<file path="src/rtl/noobs_dmem_uart_bridge_pkg.sv">
// Shared definitions for the data-memory UART bridge: IO register map,
// STATUS byte layout and the transmitter state encoding.
package noobs_dmem_uart_bridge_pkg;

  localparam logic [3:0] REG_TXDATA = 4'h0;
  localparam logic [3:0] REG_STATUS = 4'h1;
  localparam logic [3:0] REG_BAUDLO = 4'h2;
  localparam logic [3:0] REG_BAUDHI = 4'h3;

  localparam int ST_EMPTY     = 0;
  localparam int ST_FULL      = 1;
  localparam int ST_BUSY      = 2;
  localparam int ST_OVF       = 3;
  localparam int ST_COUNT_LSB = 4;

  typedef enum logic [1:0] {
    IDLE  = 2'd0,
    START = 2'd1,
    DATA  = 2'd2,
    STOP  = 2'd3
  } tx_state_e;

  function automatic logic [7:0] pack_status(input logic [3:0] count, input logic ovf,
                                             input logic busy, input logic full,
                                             input logic empty);
    logic [7:0] st;
    st                          = 8'h00;
    st[ST_EMPTY]                = empty;
    st[ST_FULL]                 = full;
    st[ST_BUSY]                 = busy;
    st[ST_OVF]                  = ovf;
    st[ST_COUNT_LSB+3:ST_COUNT_LSB] = count;
    return st;
  endfunction

endpackage

</file>
<file path="src/rtl/noobs_sync_fifo.sv">
// Byte-wide synchronous FIFO; pushes while full and pops while empty are ignored,
// fullness is judged on the occupancy at the start of the cycle.
module noobs_sync_fifo #(
  parameter int DEPTH = 8
) (
  input  logic                     clk,
  input  logic                     reset,
  input  logic                     push,
  input  logic [7:0]               wr_data,
  input  logic                     pop,
  output logic [7:0]               rd_data,
  output logic                     full,
  output logic                     empty,
  output logic [$clog2(DEPTH):0]   count
);

  localparam int AW = $clog2(DEPTH);
  localparam int CW = AW + 1;

  logic [7:0]    mem_r [DEPTH];
  logic [AW-1:0] wr_ptr_r;
  logic [AW-1:0] rd_ptr_r;
  logic [CW-1:0] count_r;
  logic          push_ok_s;
  logic          pop_ok_s;

  assign full      = (count_r == CW'(DEPTH));
  assign empty     = (count_r == {CW{1'b0}});
  assign count     = count_r;
  assign rd_data   = mem_r[rd_ptr_r];
  assign push_ok_s = push & ~full;
  assign pop_ok_s  = pop & ~empty;

  // Storage array, written at the tail pointer
  always_ff @(posedge clk) begin
    if (push_ok_s) begin
      mem_r[wr_ptr_r] <= wr_data;
    end
  end

  // Pointers wrap naturally because DEPTH is a power of two
  always_ff @(posedge clk) begin
    if (reset) begin
      wr_ptr_r <= {AW{1'b0}};
      rd_ptr_r <= {AW{1'b0}};
      count_r  <= {CW{1'b0}};
    end else begin
      if (push_ok_s) wr_ptr_r <= wr_ptr_r + AW'(1);
      if (pop_ok_s)  rd_ptr_r <= rd_ptr_r + AW'(1);
      case ({push_ok_s, pop_ok_s})
        2'b10:   count_r <= count_r + CW'(1);
        2'b01:   count_r <= count_r - CW'(1);
        default: count_r <= count_r;
      endcase
    end
  end

endmodule

</file>
<file path="src/rtl/noobs_dmem_uart_bridge.sv">
// CPU data-port bridge: forwards accesses to the data SRAM except for a 16-byte
// IO window that hosts a FIFO-buffered 8N1 UART transmitter.
module noobs_dmem_uart_bridge
  import noobs_dmem_uart_bridge_pkg::*;
#(
  parameter int          DEPTH        = 8,
  parameter logic [11:0] IO_BASE      = 12'hFF0,
  parameter logic [11:0] BAUD_DIV_RST = 12'd433
) (
  input  logic        clk,
  input  logic        reset,
  input  logic [11:0] m_addr,
  input  logic [7:0]  m_wr_data,
  input  logic        m_en,
  input  logic        m_rd,
  input  logic        m_wr,
  output logic [7:0]  m_rd_data,
  output logic [11:0] ram_addr,
  output logic [7:0]  ram_wr_data,
  output logic        ram_en,
  output logic        ram_rd,
  output logic        ram_wr,
  input  logic [7:0]  ram_rd_data,
  output logic        uart_tx
);

  localparam int CW = $clog2(DEPTH) + 1;

  logic          io_hit_s;
  logic          io_wr_s;
  logic [3:0]    offset_s;
  logic [7:0]    io_rdata_s;
  logic [7:0]    io_rdata_r;
  logic          io_hit_q_r;
  logic          ram_rd_q_r;
  logic [11:0]   baud_div_r;
  logic [11:0]   baud_cnt_r;
  logic          overflow_r;
  tx_state_e     state_r;
  logic [7:0]    shift_r;
  logic [2:0]    bit_idx_r;
  logic          uart_tx_r;
  logic          fifo_push_s;
  logic          fifo_pop_s;
  logic          fifo_full_s;
  logic          fifo_empty_s;
  logic [7:0]    fifo_head_s;
  logic [CW-1:0] fifo_count_s;

  assign io_hit_s    = m_en & (m_addr[11:4] == IO_BASE[11:4]);
  assign offset_s    = m_addr[3:0];
  assign io_wr_s     = io_hit_s & m_wr;
  assign ram_addr    = m_addr;
  assign ram_wr_data = m_wr_data;
  assign ram_en      = m_en & ~io_hit_s;
  assign ram_rd      = m_rd & ~io_hit_s;
  assign ram_wr      = m_wr & ~io_hit_s;
  assign fifo_push_s = io_wr_s & (offset_s == REG_TXDATA);
  assign fifo_pop_s  = (state_r == IDLE) & ~fifo_empty_s;
  assign uart_tx     = uart_tx_r;

  // SRAM data only appears on the read port after a real SRAM read, so idle cycles read 0
  assign m_rd_data = io_hit_q_r ? io_rdata_r : (ram_rd_q_r ? ram_rd_data : 8'h00);

  noobs_sync_fifo #(.DEPTH(DEPTH)) u_fifo (
    .clk     (clk),
    .reset   (reset),
    .push    (fifo_push_s),
    .wr_data (m_wr_data),
    .pop     (fifo_pop_s),
    .rd_data (fifo_head_s),
    .full    (fifo_full_s),
    .empty   (fifo_empty_s),
    .count   (fifo_count_s)
  );

  // IO read mux, evaluated in the request cycle
  always_comb begin
    io_rdata_s = 8'h00;
    case (offset_s)
      REG_STATUS: io_rdata_s = pack_status(4'(fifo_count_s), overflow_r, (state_r != IDLE),
                                           fifo_full_s, fifo_empty_s);
      REG_BAUDLO: io_rdata_s = baud_div_r[7:0];
      REG_BAUDHI: io_rdata_s = {4'h0, baud_div_r[11:8]};
      default:    io_rdata_s = 8'h00;
    endcase
  end

  // Register file writes and the one-cycle read pipeline
  always_ff @(posedge clk) begin
    if (reset) begin
      baud_div_r <= BAUD_DIV_RST;
      overflow_r <= 1'b0;
      io_hit_q_r <= 1'b0;
      ram_rd_q_r <= 1'b0;
      io_rdata_r <= 8'h00;
    end else begin
      io_hit_q_r <= io_hit_s;
      ram_rd_q_r <= m_en & m_rd & ~io_hit_s;
      io_rdata_r <= io_rdata_s;
      if (io_wr_s) begin
        case (offset_s)
          REG_TXDATA: if (fifo_full_s) overflow_r <= 1'b1;
          REG_STATUS: if (m_wr_data[ST_OVF]) overflow_r <= 1'b0;
          REG_BAUDLO: baud_div_r[7:0]  <= m_wr_data;
          REG_BAUDHI: baud_div_r[11:8] <= m_wr_data[3:0];
          default:    ;
        endcase
      end
    end
  end

  // Serialiser; the bit counter reloads from baud_div only at bit boundaries
  always_ff @(posedge clk) begin
    if (reset) begin
      state_r    <= IDLE;
      shift_r    <= 8'h00;
      bit_idx_r  <= 3'd0;
      baud_cnt_r <= 12'd0;
      uart_tx_r  <= 1'b1;
    end else begin
      case (state_r)
        IDLE: begin
          uart_tx_r <= 1'b1;
          if (!fifo_empty_s) begin
            shift_r    <= fifo_head_s;
            baud_cnt_r <= baud_div_r;
            uart_tx_r  <= 1'b0;
            state_r    <= START;
          end
        end
        START: begin
          if (baud_cnt_r == 12'd0) begin
            baud_cnt_r <= baud_div_r;
            bit_idx_r  <= 3'd0;
            uart_tx_r  <= shift_r[0];
            state_r    <= DATA;
          end else begin
            baud_cnt_r <= baud_cnt_r - 12'd1;
          end
        end
        DATA: begin
          if (baud_cnt_r == 12'd0) begin
            baud_cnt_r <= baud_div_r;
            if (bit_idx_r == 3'd7) begin
              uart_tx_r <= 1'b1;
              state_r   <= STOP;
            end else begin
              bit_idx_r <= bit_idx_r + 3'd1;
              shift_r   <= {1'b0, shift_r[7:1]};
              uart_tx_r <= shift_r[1];
            end
          end else begin
            baud_cnt_r <= baud_cnt_r - 12'd1;
          end
        end
        STOP: begin
          if (baud_cnt_r == 12'd0) begin
            state_r <= IDLE;
          end else begin
            baud_cnt_r <= baud_cnt_r - 12'd1;
          end
        end
        default: begin
          state_r   <= IDLE;
          uart_tx_r <= 1'b1;
        end
      endcase
    end
  end

endmodule

</file>
<file path="config.mk">
export PLATFORM = sky130hd
export DESIGN_NAME = noobs_dmem_uart_bridge
export DESIGN_NICKNAME = d
export VERILOG_FILES = /design/src/rtl/noobs_dmem_uart_bridge_pkg.sv /design/src/rtl/noobs_sync_fifo.sv /design/src/rtl/noobs_dmem_uart_bridge.sv
export SDC_FILE = /design/constraint.sdc
export NUM_CORES = 1
export LEC_CHECK = 0
export BUFFER_PORTS_ARGS = -buffer_cell sky130_fd_sc_hd__buf_2
export CORE_ASPECT_RATIO = 1.2
export CORE_MARGIN = 5
export CORE_UTILIZATION = 40
export DETAILED_ROUTE_END_ITERATION = 10
export PLACE_DENSITY = 0.58
export SYNTH_ARGS = -nofsm -noshare
export SYNTH_HDL_FRONTEND = slang
export SYNTH_SLANG_ARGS = --single-unit
</file>
<file path="constraint.sdc">
create_clock -name clk -period 3 [get_ports clk]
set_clock_uncertainty 0.1 [all_clocks]
set_input_delay 0.45 -clock clk [delete_from_list [all_inputs] [get_ports clk]]
set_output_delay 0.45 -clock clk [all_outputs]
set_load 0.02 [all_outputs]
</file>
==> flow_summary_export.csv, run 1 <==
group,metric,value,unit
run_status,status,"finished clean",
logic_synthesis,synth_top_flop_cell,"edfxtp_1",
cts,cts_tree,"yes",
sta,max_slew.worst_pin.slew,0.905,ns
setup_path,path_max_fanout,7,
setup_path,arrival,2.87,ns
floorplan,design.portCount,65,
layout,nets,594,
sta,min_period,2.64,ns
logic_synthesis,yosysTopAreaCell,"edfxtp_1",
layout,drive_gt1_frac,0.263,
sta,hold_viol,0,
layout,area_delta_synth_final,17.0,%
setup_path,endpoint_kind,"register",
floorplan,dieArea,0.0171,mm2
global_route,grt_max_degree,30,
global_route,global_route.usage.met1,0.194,
global_route,grt_use_total,0.159,
logic_synthesis,syn_area_per_cell,11.7,um2
setup_path,cp_slowest_cell,"dfxtp_1",
power,p_comb_frac,0.093,
power,p_leak,2.52,nW
global_route,grtUsageMet3,0.0402,
logic_synthesis,synth-edff-count,64,
route,drtAntennaViolNets,0,
cts,clkLatencyLatePin,0.40,ns
global_route,grt_overflow,0,
job,drv_cap,0,
logic_synthesis,synth_seq_area_share,0.542,
power,p_switching,1.02,mW
setup_path,crit_required,3.23,ns
layout,antenna_cells,0,
logic_synthesis,synth_area,0.00583,mm2
power,cellPowerDensity,631,mW/mm2
place,place_area,0.00622,mm2
logic_synthesis,ys_top_cells_by_area,"edfxtp_1 (33%), dfxtp_1 (21%), mux4_2 (6.2%), mux2i_1 (2.9%), buf_4 (2.7%)",
cts,post_cts_buffers,0,
sta,setup_tns,0,ns
logic_synthesis,synth_cells,497,
cts,path_clk_slew,0.06,ns
setup_path,critPathBufInv,2,
sta,maxSlewViolCount,0,
global_route,gr-max-usage-layer,"met2",
route,wirelength,13200,um
setup_path,crit_family,"adder cells",
cts,cts_made_buffers,17,
logic_synthesis,yosysUniqueCellTypes,60,
route,via_per_inst,5.54,
route,firstDrtPassIters,4,
route,wl_per_cell,18.0,um
cts,clockRootBuffer,"clkbuf_16",
floorplan,start_util,0.406,
setup_path,reg2reg_slack,0.36,ns
sta,whs,0.196,ns
power,sequentialPowerShare,0.431,
floorplan,core_area,0.0144,mm2
logic_synthesis,synth_commonest_cells,"edfxtp_1 (64), dfxtp_1 (62), nor2_1 (42)",
logic_synthesis,synth.top_cell.area_share,0.330,
global_route,antenna_found_initial,0,
place,portBuffers,64,
setup_path,max_stage_delay,0.33,ns
place,routabilityCongestion,0.798,
sta,finalSetupViolCount,0,
power,peakVddDrop,0.302,mV
sta,slew_headroom,0.397,
floorplan,num_rows,48,
logic_synthesis,yosysMostFrequentCell,"edfxtp_1",
logic_synthesis,synthArstFlopShare,0,
cts,h-tree-depth,4,
setup_path,path_cells,"inv_1 -> ha_1 -> inv_1 -> nor2_1 -> ha_1 -> xor2_1 -> ha_1 -> a21oi_1 -> xor2_1 -> or3_1 -> a21oi_1",
sta,period_share,0.880,
cts,cts_max_path_buffers,2,
route,vias,4083,
logic_synthesis,ys_ff_latch,126,
place,place_hpwl,9370,um
global_route,grt.met2_usage,0.282,
route,drtIter0Drc,228,
place,dpl.cell_count,705,
sta,rsz0062_at_grt,"false",
route,drc,0,
cts,cts.sinks,126,
global_route,grt_pass1_vias,4128,
worst_hold_path,min_path_type,"in2reg",
power,pwr-share-clk,0.476,
floorplan,die_w,120,um
global_route,grt_pass1_wl,21300,um
cts,cts_hold_buf,0,
layout,design_area,0.00682,mm2
logic_synthesis,synth_warnings,0,
cts,cts_resized,0,
setup_path,cpMostUsedCell,"ha_1",
setup_path,crit_type,"reg2reg",
layout,stdcell_count,737,
logic_synthesis,syn_nets,542,
power,swShare,0.237,
setup_path,cp-start-kind,"register",
sta,fmax,0.379,GHz
floorplan,die_y,142,um
power,p_int,3.28,mW
flip-flops by register name, summed over array words and instances, names as in the netlist, 4 cells and up, named ones only:
signal	flops
baud_div_r	12
u_fifo.mem_r	64
io_rdata_r	8
baud_cnt_r	12
u_fifo.count	4
shift_r	8
cell usage in the layout, fill, tap and decap left out, types with 4 or more instances in the layout:
| cell type | Yosys | routed |
|---|---|---|
| nor3_1 | 12 | 12 |
| a21oi_1 | 20 | 20 |
| nor2_1 | 42 | 42 |
| nor4_1 | 6 | 6 |
| mux2_2 | 6 | 6 |
| and2_1 | 6 | 6 |
| buf_2 | 6 | 64 |
| buf_4 | 21 | 19 |
| mux4_2 | 16 | 16 |
| xor2_1 | 5 | 5 |
| clkinv_4 | 0 | 6 |
| nand3_1 | 15 | 15 |
| a22o_1 | 16 | 16 |
| clkbuf_16 | 0 | 17 |
| a211oi_1 | 7 | 7 |
| mux2i_1 | 17 | 17 |
| edfxtp_1 | 64 | 64 |
| or3_1 | 6 | 6 |
| dfxtp_1 | 62 | 62 |
| xnor2_1 | 4 | 4 |
| nand2_1 | 31 | 31 |
| nand2b_1 | 5 | 5 |
| ha_1 | 12 | 12 |
| inv_1 | 10 | 10 |
| a22oi_1 | 8 | 8 |
| o21ai_0 | 22 | 22 |
stage by stage:
stage | setup slack (ns) | power [mW] | utilization
2_1_floorplan | 0.291 | 2.19 | -
3_3_place_gp | 0.420 | 2.28 | 0.434
3_5_place_dp | 0.344 | 2.29 | 0.434
4_1_cts | 0.365 | 4.34 | 0.475
5_1_grt | 0.138 | 4.46 | 0.475
6_report | 0.361 | 4.30 | 0.475
power by group through the flow:
| stage | combinational, mW | clock [mW] | sequential, mW |
|---|---|---|---|
| after floorplan | 0.312 | 0 | 1.88 |
| after global placement | 0.395 | 0 | 1.89 |
| after detailed placement | 0.399 | 0 | 1.89 |
| after CTS | 0.402 | 2.08 | 1.85 |
| after global routing | 0.440 | 2.17 | 1.86 |
| final | 0.400 | 2.05 | 1.85 |
worst register-to-register path, cell delays in order (launching register included):
cell	delay, ns
dfxtp_1	0.33
inv_1	0.10
ha_1	0.30
inv_1	0.11
nor2_1	0.29
ha_1	0.32
xor2_1	0.19
ha_1	0.16
a21oi_1	0.04
xor2_1	0.16
or3_1	0.31
a21oi_1	0.15
metal layers:
| layer | wire length, um | share of wire |
|---|---|---|
| met5 | 0 | 0 |
| met2 | 6760 | 0.51 |
| met4 | 151 | 0.011 |
| met1 | 5790 | 0.44 |
| met3 | 527 | 0.040 |
worst paths after layout:
kind / start / to / cells past startpoint
hold / removal: m_rd / ram_rd_q_r / 2
setup / recovery: state_r[0] / u_fifo.count[2] / 11
setup reg to reg: state_r[0] / u_fifo.count[2] / 11
hold reg to reg: uart_tx / uart_tx / 2
cell type report:
cell class	instances	area [um2]
Inverter	10	37.5
Fill cell	1285	7530
Clock buffer	17	425
Clock inverter	15	173
Multi-Input combinational cell	311	2340
Sequential cell	126	3160
Timing Repair Buffer	83	463
Tap cell	175	219
cell families (layout without fill, tap and decap cells):
kind of cell,count (synthesis),after routing,share of synthesized area
multiplexers,39,39,0.103
AO/OA/AOI/OAI,102,102,0.126
AND/OR/NAND/NOR,149,149,0.134
flip-flops,126,126,0.542
XOR/XNOR,9,9,0.0135
buffers and inverters,60,125,0.0560
adder cells (fa/ha/maj),12,12,0.0258
(Power assumes the default switching activity.)
==> inputs of run 2 (changes only) <==
--- a/config.mk
+++ b/config.mk
@@ -13,4 +13,5 @@
 export PLACE_DENSITY = 0.58
 export SYNTH_ARGS = -nofsm -noshare
 export SYNTH_HDL_FRONTEND = slang
+export SYNTH_HIERARCHICAL = 1
 export SYNTH_SLANG_ARGS = --single-unit
==> flow_summary_export.csv, run 2 <==
group,metric,value,unit
layout,area_delta_synth_final,18.1,%
global_route,grt_overflow,0,
logic_synthesis,yosysMostFrequentCell,"edfxtp_1",
logic_synthesis,synth_fa_ha_area_frac,0.0272,
global_route,grt_pass1_wl,21400,um
logic_synthesis,synth_area,0.00598,mm2
power,cellPowerDensity,626,mW/mm2
worst_hold_path,min_path_type,"in2reg",
route,firstDrtPassIters,4,
logic_synthesis,synth.top_cell.area_share,0.322,
floorplan,start_util,0.403,
cts,cts_made_buffers,17,
logic_synthesis,synthArstFlopShare,0,
cts,h-tree-depth,4,
power,report.power.total,4.42,mW
power,p_switching,1.21,mW
floorplan,dieArea,0.0175,mm2
power,p_leak,2.65,nW
setup_path,crit_start,"m_addr[3]",
layout,antenna_cells,0,
logic_synthesis,yosysTopAreaCell,"edfxtp_1",
place,routabilityCongestion,0.873,
setup_path,max_stage_delay,0.51,ns
layout,drive_gt1_frac,0.332,
logic_synthesis,synth-simple-area-share,0.124,
setup_path,timing.rr.end,"u_fifo/count[3]",
sta,max_slew.worst_pin.slew,0.638,ns
setup_path,arrival,3.02,ns
power,pwr-share-clk,0.409,
logic_synthesis,synth_seq_area_share,0.529,
floorplan,core_area,0.0148,mm2
setup_path,rr_worst_depth,10,
job,drv_cap,0,
route,via_per_inst,5.24,
logic_synthesis,syn_nets,535,
setup_path,r2r_start,"state_r[1]",
place,portBuffers,64,
setup_path,crit_required,3.23,ns
sta,period_share,0.928,
setup_path,cp_slowest_cell,"or4_1",
cts,clockRootBuffer,"clkbuf_16",
setup_path,cpMostUsedCell,"xor2_1",
setup_path,endpoint_kind,"register",
power,sequentialPowerShare,0.424,
layout,fin_util,0.476,
power,p_comb_frac,0.167,
setup_path,crit_path_end,"u_fifo/count[2]",
floorplan,design.portCount,65,
logic_synthesis,ys_top_cells_by_area,"edfxtp_1 (32%), dfxtp_1 (21%), nor2_1 (3.6%), mux4_1 (3.5%), mux2_2 (3.0%)",
cts,cts_max_path_buffers,2,
logic_synthesis,ys_ff_latch,126,
power,swShare,0.274,
global_route,grt_pass1_vias,4285,
layout,top_register,"u_fifo/mem_r",
logic_synthesis,synth_cells,489,
cts,path_clk_slew,0.06,ns
route,vias,4057,
cts,cts_hold_buf,0,
layout,largest_reg_flops,64,
route,drtAntennaViolNets,0,
sta,slew_headroom,0.571,
logic_synthesis,synth-compound-area-share,0.128,
sta,maxSlewViolCount,0,
logic_synthesis,synth_mux_area_frac,0.114,
cts,clkLatencyLatePin,0.40,ns
global_route,grt_max_degree,24,
floorplan,num_rows,49,
logic_synthesis,synth_top_flop_cell,"edfxtp_1",
logic_synthesis,synth_top_family_by_area,"compound AO/OA/AOI/OAI gates",
cts,post_cts_buffers,0,
logic_synthesis,synth_warnings,6,
sta,min_period,2.78,ns
place,place_hpwl,9350,um
global_route,grt_use_total,0.158,
route,wl_per_cell,17.0,um
route,drtIter0Drc,283,
cts,cts.sinks,126,
logic_synthesis,yosysUniqueCellTypes,69,
sta,fmax,0.359,GHz
sta,hold_viol,0,
logic_synthesis,synth-xor-area-share,0.0115,
cts,cts_tree,"yes",
power,p_int,3.21,mW
layout,nets,603,
route,wirelength,13200,um
sta,rsz0062_at_grt,"false",
global_route,antenna_found_initial,0,
setup_path,cp-start-kind,"input port",
route,drc,0,
sta,finalSetupViolCount,0,
setup_path,path_cells,"buf_2 -> or3b_1 -> or4_1 -> nor3_4 -> nand2_8 -> ha_4 -> xor2_1 -> ha_2 -> a21oi_2 -> xor2_1 -> or3_1 -> a21oi_1",
layout,largestRegisters,"u_fifo/mem_r (64), baud_cnt_r (12), baud_div_r (12)",
run_status,status,"finished clean",
setup_path,path_max_fanout,3,
layout,layout_common_cells,"buf_2 (64), edfxtp_1 (64), dfxtp_1 (62)",
setup_path,crit_type,"in2reg",
logic_synthesis,synth_commonest_cells,"edfxtp_1 (64), dfxtp_1 (62), nor2_1 (57)",
floorplan,die_y,144,um
setup_path,reg2reg_slack,0.23,ns
logic_synthesis,syn_area_per_cell,12.2,um2
cts,cts_resized,0,
logic_synthesis,synth-edff-count,64,
power,peakVddDrop,0.359,mV
floorplan,die_w,122,um
run 2: cell types whose count changed after synthesis, sizes merged, moves of 5 or more:
cell    change
nand3       -5
mux2       +10
mux2i       -6
nor2       +14
o21ai      -13
clkbuf      -7
a21oi       -5
inv        +11
a22o        -7
o221a       +8
o32ai       +8
run 2: kinds of logic after synthesis:
| family | after synthesis |
|---|---|
| buffers and inverters | 68 |
| flip-flops | 126 |
| AO/OA/AOI/OAI | 92 |
| XOR/XNOR | 7 |
| multiplexers | 43 |
| AND/OR/NAND/NOR | 140 |
| adder cells (fa/ha/maj) | 13 |
run 2: how the worst min path moves through the flow:
stage | from | end | cells past startpoint
after CTS | m_rd | ram_rd_q_r | 2
after detailed placement | bit_idx_r[2] | bit_idx_r[2] | 1
after floorplan | overflow_r | overflow_r | 2
after global placement | overflow_r | overflow_r | 2
after global routing | m_rd | ram_rd_q_r | 2
final | m_rd | ram_rd_q_r | 2
run 2: metal layers:
| layer | part of all wire | vias to the layer above | wire length [um] | GRT usage |
|---|---|---|---|---|
| met3 | 0.041 | 22 | 546 | 0.0319 |
| met1 | 0.42 | 1957 | 5580 | 0.186 |
| met4 | 0.032 | 0 | 422 | 0.0755 |
| li1 | - | 1965 | - | - |
| met2 | 0.50 | 113 | 6620 | 0.276 |
| met5 | 0 | - | 0 | 0 |
run 2: final cells by class:
type | instances | area, um2
Fill cell | 1404 | 7780
Sequential cell | 126 | 3160
Multi-Input combinational cell | 295 | 2470
Timing Repair Buffer | 96 | 561
Clock buffer | 22 | 464
Tap cell | 204 | 255
Inverter | 21 | 78.8
Clock inverter | 10 | 67.6
run 2: power groups by stage:
stage / registers, mW / clock network (mW) / logic (mW)
floorplan: 1.91 / 0 / 0.585
global placement: 1.91 / 0 / 0.727
detailed placement: 1.91 / 0 / 0.730
CTS: 1.87 / 1.86 / 0.733
global route: 1.88 / 1.94 / 0.802
finish: 1.87 / 1.81 / 0.737
run 2: worst max-delay path: cells and delay by family:
kind                     cells  cell delay (ns)
AND/OR/NAND/NOR              5             1.63
buffers and inverters        1             0.11
XOR/XNOR                     2             0.32
AO/OA/AOI/OAI                2             0.15
adder cells (fa/ha/maj)      2             0.36
run 2: through the flow:
stage | hold WS (ns) | setup slack (ns) | TNS [ns] | instances | area (um2)
2_1_floorplan | 0.344 | -0.158 | -1.44 | 489 | 6050
3_3_place_gp | 0.360 | -0.175 | -0.279 | 742 | 6530
3_5_place_dp | 0.367 | -0.215 | -0.342 | 742 | 6530
4_1_cts | 0.166 | 0.184 | 0 | 774 | 7060
5_1_grt | 0.178 | 0.0416 | 0 | 774 | 7060
6_report | 0.186 | 0.216 | 0 | 774 | 7060
==> inputs of run 3 (changes only) <==
--- a/config.mk
+++ b/config.mk
@@ -10,8 +10,8 @@
 export CORE_MARGIN = 5
 export CORE_UTILIZATION = 40
 export DETAILED_ROUTE_END_ITERATION = 10
+export MAX_ROUTING_LAYER = met4
 export PLACE_DENSITY = 0.58
 export SYNTH_ARGS = -nofsm -noshare
 export SYNTH_HDL_FRONTEND = slang
-export SYNTH_HIERARCHICAL = 1
 export SYNTH_SLANG_ARGS = --single-unit
==> flow_summary_export.csv, run 3 (synthesis results as in run 1) <==
group,metric,value,unit
run_status,status,"finished clean",
cts,cts_made_buffers,17,
sta,maxSlewViolCount,0,
floorplan,core_area,0.0144,mm2
route,drc,0,
worst_hold_path,min_path_type,"in2reg",
floorplan,dieArea,0.0171,mm2
place,routabilityCongestion,0.809,
global_route,grt_use_total,0.164,
sta,finalSetupViolCount,0,
layout,antenna_cells,0,
global_route,grt_pass1_vias,4128,
sta,min_period,2.61,ns
cts,cts_max_path_buffers,2,
job,drv_cap,0,
place,dpl.cell_count,705,
global_route,grt_overflow,0,
place,post-place-ws,0.344,ns
layout,area_delta_synth_final,17.0,%
layout,stdcell_count,737,
place,portBuffers,64,
sta,period_share,0.870,
layout,drive_gt1_frac,0.263,
setup_path,crit_start,"state_r[1]",
power,peakVddDrop,0.301,mV
cts,cts.sinks,126,
setup_path,endpoint_kind,"register",
layout,top_register,"u_fifo.mem_r",
setup_path,cp-start-kind,"register",
layout,layout_common_cells,"buf_2 (64), edfxtp_1 (64), dfxtp_1 (62)",
cts,cts_hold_buf,0,
route,drtIter0Drc,191,
layout,largest_reg_flops,64,
layout,largestRegisters,"u_fifo.mem_r (64), baud_cnt_r (12), baud_div_r (12)",
route,wl_per_cell,17.9,um
sta,whs,0.196,ns
sta,fmax,0.383,GHz
worst_hold_path,hp-start,"m_rd",
sta,rsz0062_at_grt,"false",
cts,path_clk_slew,0.06,ns
place,place_hpwl,9370,um
sta,slew_headroom,0.379,
setup_path,r2r_start,"state_r[1]",
setup_path,arrival,2.84,ns
cts,post_cts_buffers,0,
cts,clkLatencyLatePin,0.40,ns
sta,setup_tns,0,ns
global_route,antenna_found_initial,0,
sta,fin_ws,0.390,ns
global_route,grt_pass1_wl,21300,um
cts,cts_tree,"yes",
route,via_per_inst,5.57,
route,firstDrtPassIters,5,
floorplan,die_y,142,um
cts,cts_resized,0,
floorplan,start_util,0.406,
power,cellPowerDensity,631,mW/mm2
floorplan,design.portCount,65,
global_route,grt_max_degree,30,
cts,h-tree-depth,4,
setup_path,crit_type,"reg2reg",
route,drtAntennaViolNets,0,
sta,max_slew.worst_pin.slew,0.931,ns
floorplan,num_rows,48,
layout,nets,594,
setup_path,crit_required,3.23,ns
sta,hold_viol,0,
setup_path,path_max_fanout,7,
power,p_leak,2.52,nW
route,vias,4106,
floorplan,die_w,120,um
cts,clockRootBuffer,"clkbuf_16",
route,wirelength,13200,um
[run 3: critical path, cell delays in order, from the launching register on]
cell and delay (ns):
dfxtp_1 0.35, inv_1 0.09, ha_1 0.28, inv_1 0.11, nor2_1 0.28, ha_1 0.32, xor2_1 0.19, ha_1 0.16
a21oi_1 0.04, xor2_1 0.16, or3_1 0.31, a21oi_1 0.15
[run 3: area by class of cell]
| class | count | area (um2) |
|---|---|---|
| flip-flops and latches | 126 | 3160 |
| multi-input cells | 311 | 2340 |
| well taps | 175 | 219 |
| clock inverters | 15 | 173 |
| clock buffers | 17 | 425 |
| repair buffers | 83 | 463 |
| fillers | 1285 | 7530 |
| inverters | 10 | 37.5 |
[run 3: final timing paths]
check                         end  slack (ns)  depth (start not counted)
setup reg to reg  u_fifo.count[2]        0.39                         11
setup / recovery  u_fifo.count[2]        0.39                         11
hold / removal         ram_rd_q_r        0.20                          2
hold reg to reg           uart_tx        0.37                          2
[run 3: where the power goes]
| group | internal [mW] | switching [mW] |
|---|---|---|
| Clock | 1.30 | 0.745 |
| Sequential | 1.83 | 0.0236 |
| Combinational | 0.152 | 0.249 |
[run 3: through the flow]
step | area (um2) | utilization | total power [mW]
final | 6820 | 0.475 | 4.30
after floorplan | 5830 | - | 2.19
after detailed placement | 6220 | 0.434 | 2.29
after global placement | 6220 | 0.434 | 2.28
after CTS | 6820 | 0.475 | 4.34
after global routing | 6820 | 0.475 | 4.47
[run 3: routing by layer]
metal  GRT usage  share of wire  vias to the layer above
met2       0.282           0.51                      105
li1            -              -                     1961
met1       0.197           0.44                     2031
met5           -              0                        -
met3      0.0378          0.041                        9
met4      0.0406         0.0079                        0
